$ cat src/rtl/muxn_cxu.sv
// Purpose : routes upstream CXU requests to one of N_CXUS targets and returns the
//           responses upstream strictly in the order the requests were accepted.
// Ports   : clk/rst/clk_en; upstream req_* / resp_*; per-target t_req_* / t_resp_*.
// Latency : zero added cycles on both paths; request and response are combinational.
// Backpr. : req_ready drops when the order FIFO is full or the selected target stalls;
//           only the target owning the oldest outstanding tag sees resp_ready.

package muxn_cxu_pkg;
    typedef logic [9:0] cfid_t;

    localparam int CXU_STATUS_W = 2;
    typedef logic [CXU_STATUS_W-1:0] cxu_status_t;

    localparam cxu_status_t CXU_STATUS_OK    = 2'd0;
    localparam cxu_status_t CXU_STATUS_ERROR = 2'd2;
endpackage

// Purpose : generic synchronous FIFO with occupancy counter, used here for order tags.
// Ports   : push/push_dat write side, pop/head_dat read side (head is show-ahead),
//           empty/full status. Push is ignored when full, pop is ignored when empty.
// Latency : a pushed word is visible at head_dat the cycle after the push edge.
module muxn_cxu_fifo #(
    parameter int W     = 4,
    parameter int DEPTH = 8
) (
    input  logic         clk,
    input  logic         rst,
    input  logic         push,
    input  logic [W-1:0] push_dat,
    input  logic         pop,
    output logic [W-1:0] head_dat,
    output logic         empty,
    output logic         full
);
    localparam int PTR_W = (DEPTH > 2) ? $clog2(DEPTH) : 1;
    localparam int CNT_W = $clog2(DEPTH + 1);

    logic [W-1:0]     mem [DEPTH];
    logic [PTR_W-1:0] wr_ptr;
    logic [PTR_W-1:0] rd_ptr;
    logic [CNT_W-1:0] cnt;
    logic             do_push;
    logic             do_pop;

    assign empty    = (cnt == '0);
    assign full     = (cnt == CNT_W'(DEPTH));
    assign do_push  = push && !full;
    assign do_pop   = pop && !empty;
    assign head_dat = mem[rd_ptr];

    // DEPTH is a power of two, so the natural pointer roll-over is the wrap.
    always_ff @(posedge clk or posedge rst) begin
        if (rst) begin
            wr_ptr <= '0;
            rd_ptr <= '0;
            cnt    <= '0;
        end else begin
            if (do_push) begin
                wr_ptr <= wr_ptr + 1'b1;
            end
            if (do_pop) begin
                rd_ptr <= rd_ptr + 1'b1;
            end
            case ({do_push, do_pop})
                2'b10:   cnt <= cnt + 1'b1;
                2'b01:   cnt <= cnt - 1'b1;
                default: cnt <= cnt;
            endcase
        end
    end

    // Storage needs no reset: entries are only read once the counter covers them.
    always_ff @(posedge clk) begin
        if (do_push) begin
            mem[wr_ptr] <= push_dat;
        end
    end
endmodule

// Purpose : one-to-N CXU request demux with in-order response mux.
// Latency : 0 cycles request path, 0 cycles response path (no register stages).
// Backpr. : request stalls on full order FIFO or busy target; response stalls hold the head.
module muxn_cxu
    import muxn_cxu_pkg::*;
#(
    parameter int  N_CXUS      = 4,
    parameter int  N_STATES    = 1,
    parameter int  FUNC_ID_W   = $bits(cfid_t),
    parameter int  DATA_W      = 32,
    parameter int  ORDER_DEPTH = 8,
    localparam int CXU_ID_W    = ($clog2(N_CXUS) > 1) ? $clog2(N_CXUS) : 1,
    localparam int STATE_W     = ($clog2(N_STATES) > 1) ? $clog2(N_STATES) : 1,
    localparam int TAG_W       = $clog2(N_CXUS + 1),
    localparam int STATUS_W    = $bits(cxu_status_t)
) (
    input  logic                               clk,
    input  logic                               rst,
    input  logic                               clk_en,
    // upstream request
    input  logic                               req_valid,
    output logic                               req_ready,
    input  logic [CXU_ID_W-1:0]                req_cxu,
    input  logic [STATE_W-1:0]                 req_state,
    input  logic [FUNC_ID_W-1:0]               req_func,
    input  logic [DATA_W-1:0]                  req_data0,
    input  logic [DATA_W-1:0]                  req_data1,
    // upstream response
    output logic                               resp_valid,
    input  logic                               resp_ready,
    output logic [STATUS_W-1:0]                resp_status,
    output logic [DATA_W-1:0]                  resp_data,
    // per-target request
    output logic [N_CXUS-1:0]                  t_req_valid,
    input  logic [N_CXUS-1:0]                  t_req_ready,
    output logic [STATE_W-1:0]                 t_req_state,
    output logic [FUNC_ID_W-1:0]               t_req_func,
    output logic [DATA_W-1:0]                  t_req_data0,
    output logic [DATA_W-1:0]                  t_req_data1,
    // per-target response
    input  logic [N_CXUS-1:0]                  t_resp_valid,
    output logic [N_CXUS-1:0]                  t_resp_ready,
    input  logic [N_CXUS-1:0][STATUS_W-1:0]    t_resp_status,
    input  logic [N_CXUS-1:0][DATA_W-1:0]      t_resp_data
);
    localparam int                PAD_N    = 1 << CXU_ID_W;
    localparam logic [TAG_W-1:0]  ERR_TAG  = TAG_W'(N_CXUS);
    localparam logic [CXU_ID_W:0] N_CXUS_X = (CXU_ID_W + 1)'(N_CXUS);

    logic             req_err;
    logic [TAG_W-1:0] req_tag;
    logic [PAD_N-1:0] t_req_ready_pad;
    logic             tgt_ready;
    logic             order_full;
    logic             order_empty;
    logic [TAG_W-1:0] head_tag;
    logic             head_err;
    logic             push;
    logic             pop;

    // ------------------------------------------------------------------
    // Request side
    // ------------------------------------------------------------------

    // An out-of-range target id becomes the error tag; it never reaches a target.
    assign req_err = ({1'b0, req_cxu} >= N_CXUS_X);
    assign req_tag = req_err ? ERR_TAG : TAG_W'(req_cxu);

    // Padding to a power of two lets req_cxu index safely even when out of range.
    always_comb begin
        t_req_ready_pad                = '0;
        t_req_ready_pad[N_CXUS-1:0]    = t_req_ready;
    end

    assign tgt_ready = req_err || t_req_ready_pad[req_cxu];

    // Gated by rst so nothing is offered upstream or downstream while in reset.
    assign req_ready = !rst && !order_full && tgt_ready;

    always_comb begin
        t_req_valid = '0;
        for (int i = 0; i < N_CXUS; i++) begin
            t_req_valid[i] = req_valid && !rst && !order_full && (req_tag == TAG_W'(i));
        end
    end

    // Payload is broadcast; only the target with t_req_valid set consumes it.
    assign t_req_state = req_state;
    assign t_req_func  = req_func;
    assign t_req_data0 = req_data0;
    assign t_req_data1 = req_data1;

    assign push = req_valid && req_ready && clk_en;

    // ------------------------------------------------------------------
    // Order tracking: one tag per accepted request, oldest at the head.
    // A full FIFO refuses the push even when a pop happens in the same
    // cycle, which keeps req_ready independent of resp_ready.
    // ------------------------------------------------------------------
    muxn_cxu_fifo #(
        .W     (TAG_W),
        .DEPTH (ORDER_DEPTH)
    ) u_order (
        .clk      (clk),
        .rst      (rst),
        .push     (push),
        .push_dat (req_tag),
        .pop      (pop),
        .head_dat (head_tag),
        .empty    (order_empty),
        .full     (order_full)
    );

    // ------------------------------------------------------------------
    // Response side: the head tag picks which target may talk upstream.
    // Younger targets that are already done simply wait with t_resp_ready low.
    // ------------------------------------------------------------------
    assign head_err = (head_tag == ERR_TAG);

    always_comb begin
        resp_valid   = 1'b0;
        resp_status  = '0;
        resp_data    = '0;
        t_resp_ready = '0;
        if (!order_empty) begin
            if (head_err) begin
                // Synthesised error reply; no target is involved.
                resp_valid  = 1'b1;
                resp_status = CXU_STATUS_ERROR;
            end else begin
                for (int i = 0; i < N_CXUS; i++) begin
                    if (head_tag == TAG_W'(i)) begin
                        resp_valid      = t_resp_valid[i];
                        resp_status     = t_resp_status[i];
                        resp_data       = t_resp_data[i];
                        t_resp_ready[i] = resp_ready;
                    end
                end
            end
        end
    end

    assign pop = resp_valid && resp_ready && clk_en;
endmodule
$ cat config.mk
export PLATFORM = sky130hd
export DESIGN_NAME = muxn_cxu
export DESIGN_NICKNAME = d
export VERILOG_FILES = /design/src/rtl/muxn_cxu.sv
export SDC_FILE = /design/constraint.sdc
export NUM_CORES = 1
export LEC_CHECK = 0
export BUFFER_PORTS_ARGS = -buffer_cell sky130_fd_sc_hd__buf_2
export CAP_MARGIN = 20
export CELL_PAD_IN_SITES_DETAIL_PLACEMENT = 1
export CELL_PAD_IN_SITES_GLOBAL_PLACEMENT = 2
export CORE_ASPECT_RATIO = 1.5
export CORE_MARGIN = 2
export CORE_UTILIZATION = 17
export CTS_BUF_LIST = sky130_fd_sc_hd__clkbuf_8 sky130_fd_sc_hd__clkbuf_16
export CTS_CLUSTER_DIAMETER = 200
export CTS_CLUSTER_SIZE = 16
export DETAILED_ROUTE_END_ITERATION = 12
export PLACE_DENSITY = 0.85
export SETUP_SLACK_MARGIN = 0.1
export SLEW_MARGIN = 10
export SYNTH_ARGS = -nofsm -noshare
export SYNTH_HDL_FRONTEND = slang
export SYNTH_SLANG_ARGS = --single-unit
$ cat constraint.sdc
create_clock -name clk -period 3.34 [get_ports clk]
set_input_delay 0 -clock clk [delete_from_list [all_inputs] [get_ports clk]]
set_output_delay 0 -clock clk [all_outputs]
set_load 0.05 [all_outputs]
Yosys cells after proc, flatten, opt, wreduce, memory -nomap -nowiden:

Memories as Yosys holds them, arrays and structs flattened.
Cells that the tools add are included.

* mux-type cells: 29
* reductions and logical operators: 21
* bitwise operators: 0
* div/mod/pow operators: 0
* order comparisons: 1
* $mul: 0
* shifts and indexed selects: 0
* add/sub/neg operators: 4
* eq/ne operators: 10

Operators by type and width (number)
* 2-to-1 mux 32 bit: 6
* logical AND 1 bit: 14
* 2-to-1 mux 1 bit: 13
* 2-to-1 mux 2 bit: 6
* 2-to-1 mux 4 bit: 2
* case mux 4 bit (2 select lines): 1
* adder 3 x 1 -> 3 bit, second input constant: 2
* == test 2 bit, second input constant: 3
* == test 3 x 2 -> 1 bit, second input constant: 2
* logical NOT 3 bit: 2
* adder 4 x 1 -> 4 bit, second input constant: 1
* == test 2 x 1 -> 1 bit, second input constant: 2
* == test 4 bit, second input constant: 1
* logical NOT 4 bit: 1
* subtractor 4 x 1 -> 4 bit, second input constant: 1
* == test 3 x 1 -> 1 bit, second input constant: 1
* == test 3 bit, second input constant: 1
* logical NOT 1 bit: 3
* less-than comparator 2 x 3 -> 1 bit, second input constant: 1
* binary-select mux 1 bit (select 2 bit): 1
* nonzero test 2 bit: 1

* output and inout port bits: 119
* memories: 1
* ROM bits: 0
* latch bits: 0
* register bits after elaboration: 10
* input bits: 226
* memory bits (writable): 16

Memory list
* u_order.mem: words 8, width 2, read ports 1, clocked after memory_dff 0, wr ports 1, line 38 `logic [W-1:0] mem [DEPTH];`

Logic depth before layout (Yosys ltp):

Gate-level depths: netlist of run 1.
An unclocked memory read counts as a cell.

* word-level depth: 13
* mapped depth: 14

Hierarchy:

Synthesis of run 1 repeated with hierarchy kept, for this count alone.

* cell total of the unflattened synthesis: 369
* area total of the unflattened synthesis: 3454.6 sq um

By module, submodules not included
* muxn_cxu: area an instance 1890.6 sq um, cells an instance 266, instances 1, seq. area each 0.0 sq um
* muxn_cxu_fifo: area an instance 1564.0 sq um, cells an instance 103, instances 1, seq. area each 970.9 sq um

Worst setup path after synthesis of run 1:

No wires, ideal clock.

* path kind: register -> register
* from: reg u_order.rd_ptr[0]
* to: reg u_order.cnt[3]
* setup slack: 0.254 ns
* setup time: 0.125 ns
* cell stages (with the launch flop): 15
* arrival time: 2.961 ns
* path buffers: 2
* clock period less this slack: 3.086 ns
* path through: dfrtp_1 -> buf_6 -> mux2i_1 -> mux4_2 -> buf_6 -> mux4_2 -> nand2_2 -> inv_1 -> ha_1 -> ha_1 -> a21o_1 -> a21oi_1 -> xnor2_1 -> nor2_1 -> xor2_1

* cells in the longest elaborated chain, start to end: 13
* elaborated cells between the ends (all ways): 19
* those cells by class: eq/ne: 6; mux: 7; reduce/logical: 5; memory: 1

Ends and longest elaborated chain
* start, declared: line 40 `logic [PTR_W-1:0] rd_ptr;`
* start signal, assigned: line 62 `rd_ptr <= rd_ptr + 1'b1;`
* memory read (8 x 2 bit) (*)
* logical NOT 3 bit: line 211 `if (head_tag == TAG_W'(i)) begin`
* 2-to-1 mux 1 bit (4 in series): line 211
* 2-to-1 mux 1 bit (*): line 205 `if (head_err) begin`
* 2-to-1 mux 1 bit (*): line 204 `if (!order_empty) begin`
* logical AND 1 bit (*) (2 in series): line 222 `assign pop = resp_valid && resp_ready && clk_en;`
* logical AND 1 bit (*): line 48 `assign do_pop = pop && !empty;`
* via u_order.do_pop: line 43 `logic do_pop;`
* == test 2 x 1 -> 1 bit / == test 2 bit (equally long branches): line 64 `case ({do_push, do_pop})`
* case mux 4 bit (2 select lines) / nonzero test 2 bit (equally long branches)
* end signal, assigned: line 65 `2'b10: cnt <= cnt + 1'b1;`
* end signal, assigned: line 66 `2'b01: cnt <= cnt - 1'b1;`
* end signal, assigned: line 67 `default: cnt <= cnt;`
* end, declared: line 41 `logic [CNT_W-1:0] cnt;`

Mark *: on every way through the listed nets, which the timed path passes. The rest lies on a longest branch.
A chain may end at the register's enable or synchronous reset.

Worst setup path after layout of run 1:

Ends and elaborated chain as after synthesis.

==> out/results.ini, run 1 <==
[clock_network]
cts_tree = built
clkTransAtPathRegs_ns = 0.07
cts_buffers = 3
root_buffer = clkbuf_16
clockBufferDepth = 2
cts.sink_count = 26
htree_levels = 1
clk_latency_ns = 0.26

[global_route]
grt_overflow_total = 0
antenna_found_initial = 7
grt_pass1_vias = 2809
grt_pass1_wl_um = 17100
grt_max_degree = 38
grt_usage_pct = 11.9

[placed_design]
dpl.hpwl_um = 10400
dp_cells = 579
globalplace.congestion = 0.834
place_area_um2 = 3600
placement.io_buffers = 194
place_ws_ns = 0.0457

[routing]
routed-via-count = 2518
via_per_inst = 4.28
wl_per_cell_um = 20.1
first_pass_iters = 4
drc = 0
detail-route-antenna-nets = 0
wl_um = 11800
drt_iter0_markers = 97

[cells_and_area]
fill_cells = 2041
final_area_um2 = 3740
layout.cells.non_filler = 588
layout.nets = 606
seq_area_um2 = 732
syn2layout_area_growth_pct = 24.8
multi_input_area_um2 = 1590
drive_gt1_share_pct = 65.4

[timing]
drv_slew = 0
hold_viol = 0
worst_pin_slew_ns = 0.690
rsz0062_at_grt = false
fin_skew_ns = 0.00403
max_freq_mhz = 321
fin_setup_tns_ns = 0
post-route-period-util_pct = 93.1
setup_viol = 0
period_minus_slack_ns = 3.11
post-route-worst-setup-slack_ns = 0.229
relSlewSlack_pct = 54.0

[worst_setup_path]
slowest_delay_ns = 0.52
worst-path-buf-inv = 1
arrival_ns = 3.26
cp-end-kind = flip-flop
startpoint_type = flip-flop
crit_slowest_cell = mux4_2
worstPathCellList = mux2i_1, mux4_2, mux4_2, nand2_4, inv_1, ha_1, ha_1, a21o_1, a21oi_2, xnor2_1, nor2_1, xor2_1
critical_path_class = reg -> reg
critical-path-top-delay-family = multiplexers
path_max_fanout = 8
critPathRequiredTime_ns = 3.48

[synth]
synthCells = 260
ys.flop_type = edfxtp_1
synth_edf_count = 16
synth_cell_type_count = 32
synth_area_um2 = 3000
ys_ff_latch = 26
synth_fp_nets = 492
ys_seq_area_share_pct = 24.4
yosysWarnings = 0
syn_area_per_cell_um2 = 11.5
synthArstFlopShare_pct = 38.5
yosysTopAreaCell = mux4_2
synth.area.top_cells = mux4_2 (23%), buf_4 (19%), edfxtp_1 (16%), dfrtp_1 (8.3%), and2_1 (7.3%)
synth_top_area_share_pct = 23.3

[power]
ir_drop_mv = 0.685
p_leak_nw = 1.73
p_per_area_nw_per_um2 = 1200
total_power_w = 0.00451

[run]
max_cap_viol_count = 0

[floorplanning]
die_x_um = 112
rows = 59
floorplan.die.height_um = 167
coreArea_um2 = 17300
start_util_pct = 17.3
die_area_um2 = 18700
ioPinCount = 345

[outcome]
status = completed

[min_path]
min_path_type = in -> out

synthesized netlist by cell type, types with 2 or more instances:
master	count
and2_1	35
a21oi_1	2
nand3_1	2
dfrtp_1	10
xnor2_1	5
buf_2	4
nor3_1	4
nor3b_1	5
inv_1	8
nand2b_1	2
clkbuf_1	5
xor2_1	3
ha_1	5
mux4_2	31
mux4_1	8
and3_1	3
nor2_1	8
buf_6	5
buf_1	2
edfxtp_1	16
nand2_1	7
buf_4	75
mux2i_1	6
metrics by stage:
| stage | hold WS [ns] | util, % |
|---|---|---|
| 2_1_floorplan | -0.160 | - |
| 3_3_place_gp | 0.000341 | 20.8 |
| 3_5_place_dp | 0.000341 | 20.8 |
| 4_1_cts | 0.000341 | 21.4 |
| 5_1_grt | 0.0000856 | 21.5 |
| 6_report | 0.0000140 | 21.6 |
power by group:
part / total [W] / internal, W / switching (W)
Combinational: 0.00363 / 0.00128 / 0.00236
Sequential: 0.000523 / 0.000409 / 0.000114
Clock: 0.000349 / 0.000238 / 0.000110
cell usage in the layout, fill, tap and decap left out, types with 6 or more instances in the layout:
cell,count
dfrtp_1,9
nand2_1,7
buf_2,194
mux4_1,6
mux4_2,33
inv_1,8
and2_1,35
edfxtp_1,16
nor2_1,8
cell type report:
class / instances / area share [%]
multi-input cells: 135 / 42.4
repair buffers: 200 / 27.2
flip-flops and latches: 26 / 19.6
well taps: 213 / 7.12
clock buffers: 3 / 2.01
clock inverters: 1 / 0.802
inverters: 8 / 0.802
diodes: 2 / 0.134
layer usage:
| layer | wire length, um | global-route usage, % | up-vias | part of all wire, % |
|---|---|---|---|---|
| li1 | - | - | 1083 | - |
| met1 | 4150 | 12.6 | 1192 | 35 |
| met2 | 5630 | 20.4 | 207 | 48 |
| met3 | 1630 | 6.44 | 30 | 14 |
| met4 | 338 | 3.23 | 6 | 2.9 |
| met5 | 41 | 0 | - | 0.35 |
worst register-to-register path, stage by stage (launching register included):
cell and delay [ns]:
dfrtp_2 0.50, mux2i_1 0.15, mux4_2 0.52, mux4_2 0.49, nand2_4 0.10, inv_1 0.05
ha_1 0.22, ha_1 0.28, a21o_1 0.19, a21oi_2 0.15, xnor2_1 0.13, nor2_1 0.07
xor2_1 0.15
state kept, by name, summed over array words and instances (netlist names):
| register | flops |
|---|---|
| u_order.cnt | 4 |
| u_order.mem | 16 |
| u_order.rd_ptr | 3 |
| u_order.wr_ptr | 3 |
worst paths after layout:
| path | from | to | slack [ns] | depth (start not counted) |
|---|---|---|---|---|
| min | req_data1[23] | t_req_data1[23] | 0.00001 | 0 |
| min in group asynchronous | rst | u_order.wr_ptr[1]$_DFFE_PP0P_ | 0.29 | 3 |
| max in group asynchronous | rst | u_order.rd_ptr[0]$_DFFE_PP0P_ | 2.75 | 3 |
| max | u_order.rd_ptr[0]$_DFFE_PP0P_ | u_order.cnt[3]$_DFFE_PP0P_ | 0.23 | 12 |
| max reg2reg | u_order.rd_ptr[0]$_DFFE_PP0P_ | u_order.cnt[3]$_DFFE_PP0P_ | 0.23 | 12 |
| min reg2reg | u_order.cnt[0]$_DFFE_PP0P_ | u_order.cnt[0]$_DFFE_PP0P_ | 0.54 | 1 |
cells by family (layout without fill, tap and decap cells):
logic type      count (synthesis)  in the layout  share of synthesized area (%)
fa+ha+maj                       6              6                           2.75
flops                          26             26                           24.4
other cells                     0              2                              0
compound gates                  5              5                           1.00
mux                            47             47                           33.2
simple gates                   69             69                           13.1
buf+inv                        99            212                           23.2
xor+xnor                        8              8                           2.34
what timing repair did:
| action | CTS | global route |
|---|---|---|
| setup buffers | 0 | 2 |
| hold buffers | 1 | 0 |
| endpoints found under the setup margin | 1 | 1 |
| resized for setup | 1 | 4 |
| hold endpoints to repair | 10 | 0 |
| pin swaps | 0 | 1 |
(Power assumes the default switching activity.)
==> run 2, diff against run 1 <==
==> constraint.sdc (replaced) <==
create_clock -name clk -period 3.34 [get_ports clk]
set_input_delay 0.334 -clock clk [delete_from_list [all_inputs] [get_ports clk]]
set_output_delay 0.334 -clock clk [all_outputs]
set_load 0.05 [all_outputs]
==> run 2 against run 1 <==
Compared with the run above: via count is 0.52% higher; first-iteration DRC count down 9.3%; sequential cell count unchanged; die area unchanged; sequential share of layout area about the same; maximum frequency up 0.60%; clock skew is 0.0014 ns lower; hold slack improved by 0.069 ns; critical endpoint unchanged.
==> out/results.ini, run 2 (synthesis results as in run 1) <==
[worst_setup_path]
worst_r2r_endpoint = u_order.cnt[3]$_DFFE_PP0P_
arrival_ns = 3.24
slowest_delay_ns = 0.53
rrSetupSlack_ns = 0.25
critPathRequiredTime_ns = 3.49
critical_path_class = reg -> reg
cp-end-kind = flip-flop
startpoint_type = flip-flop
crit_slowest_cell = mux4_2
path_max_fanout = 8
worstPathCellList = mux2i_1, mux4_2, mux4_2, nand2_4, inv_1, ha_2, ha_1, a21o_1, a21oi_2, xnor2_1, nor2_1, xor2_1
r2r_cells = 12
r2r_start = u_order.rd_ptr[0]$_DFFE_PP0P_
crit_path_frequent_cell = mux4_2

[global_route]
grt_max_degree = 38
grt_overflow_total = 0
grt_pass1_vias = 2840
grt_pass1_wl_um = 16900
grt_usage_pct = 11.9
antenna_found_initial = 6

[cells_and_area]
layout_common_cells = buf_2 (194), and2_1 (35), mux4_2 (33)
fill_cells = 2041
final_common_cell = buf_2
drive_gt1_share_pct = 66.0
largest_reg_flops = 16
largestRegisters = u_order.mem: 16 flops, u_order.cnt: 4 flops
largest-register = u_order.mem
layout.nets = 606
syn2layout_area_growth_pct = 25.1

[power]
p_per_area_nw_per_um2 = 1200
ir_drop_mv = 0.533
p_leak_nw = 1.73

[timing]
rsz0062_at_grt = false
hold_viol = 0
max_freq_mhz = 323
holdWs_ns = 0.0693
period_minus_slack_ns = 3.09
relSlewSlack_pct = 73.0
setup_viol = 0
post-route-worst-setup-slack_ns = 0.248
fin_setup_tns_ns = 0
drv_slew = 0
post-route-period-util_pct = 92.6
fin_skew_ns = 0.00260
worst_pin_slew_ns = 0.405

[routing]
wl_um = 11800
via_per_inst = 4.31
drc = 0
detail-route-antenna-nets = 0
first_pass_iters = 4
drt_iter0_markers = 88
routed-via-count = 2531
wl_per_cell_um = 20.2

[clock_network]
hold_buffers = 0
clkTransAtPathRegs_ns = 0.07
root_buffer = clkbuf_16
cts.sink_count = 26
cts_buffers = 3
clk_latency_ns = 0.26
clockBufferDepth = 2
cts_tree = built
htree_levels = 1

[placed_design]
dpl.hpwl_um = 10500
globalplace.congestion = 0.842
placement.io_buffers = 194
place_ws_ns = 0.0752

[floorplanning]
floorplan.die.height_um = 167
die_x_um = 112
rows = 59
die_area_um2 = 18700
coreArea_um2 = 17300
start_util_pct = 17.3
ioPinCount = 345

[outcome]
status = completed

[run]
max_cap_viol_count = 0

[min_path]
min_path_type = in -> async

run 2: cell types whose count changed in the layout (fill, tap and decap cells not counted), sizes merged:
cell	previous run	this run
buf	199	200
dlygate4sd3	1	0
diode	2	1
run 2: per-layer routing:
metal	wire length (um)	GRT usage [%]	vias to the layer above
met5	34	0	-
met4	470	4.29	6
met3	1600	6.22	34
met2	5620	20.2	210
met1	4110	12.4	1197
li1	-	-	1084
run 2: where the power goes:
| group | internal [W] | total, W | switching [W] |
|---|---|---|---|
| Sequential | 0.000409 | 0.000521 | 0.000112 |
| Combinational | 0.00130 | 0.00365 | 0.00235 |
| Clock | 0.000238 | 0.000345 | 0.000107 |
| Total | 0.00195 | 0.00452 | 0.00257 |
run 2: per-stage QoR:
stage | std cells | instance area, um^2 | util, % | power (W)
after global routing | 586 | 3750 | 21.6 | 0.00477
after global placement | 579 | 3600 | 20.8 | 0.00408
final | 587 | 3750 | 21.6 | 0.00452
after CTS | 583 | 3710 | 21.4 | 0.00452
after detailed placement | 579 | 3600 | 20.8 | 0.00415
after floorplan | 260 | 3000 | - | 0.00364
run 2: worst max-delay path: cells and delay by family (launching register included):
family                     cells  cell delay (ns)
buffers and inverters          1             0.05
adders and majority gates      2             0.46
muxes                          3             1.18
xor gates and xnor gates       2             0.27
DFF                            1             0.50
AOI/OAI and AO/OA              2             0.34
and+or+nand+nor                2             0.18
run 2: worst max path at each step:
stage,start,endpoint,slack (ns),cells after the start
2_1_floorplan,u_order.rd_ptr[0]$_DFFE_PP0P_,u_order.cnt[3]$_DFFE_PP0P_,0.25,14
3_3_place_gp,u_order.rd_ptr[0]$_DFFE_PP0P_,u_order.cnt[3]$_DFFE_PP0P_,0.16,12
3_5_place_dp,u_order.rd_ptr[0]$_DFFE_PP0P_,u_order.cnt[3]$_DFFE_PP0P_,0.08,12
4_1_cts,u_order.rd_ptr[0]$_DFFE_PP0P_,resp_data[22],0.13,6
5_1_grt,u_order.rd_ptr[0]$_DFFE_PP0P_,u_order.cnt[3]$_DFFE_PP0P_,0.13,12
6_report,u_order.rd_ptr[0]$_DFFE_PP0P_,u_order.cnt[3]$_DFFE_PP0P_,0.25,12
run 2: timing repair:
action                     in CTS  in global routing
setup buffers                   0                  3
setup endpoints to repair      35                 30
resized for setup               2                  8
hold endpoints to repair        0                  0
run 2: area by class of cell:
cell class	count	area, um^2	share of cell area (%)
diodes	1	2.50	0.0667
clock buffers	3	75.1	2.00
clock inverters	1	30.0	0.801
inverters	8	30.0	0.801
multi-input cells	135	1590	42.3
flip-flops and latches	26	732	19.5
well taps	213	267	7.10
repair buffers	200	1030	27.4
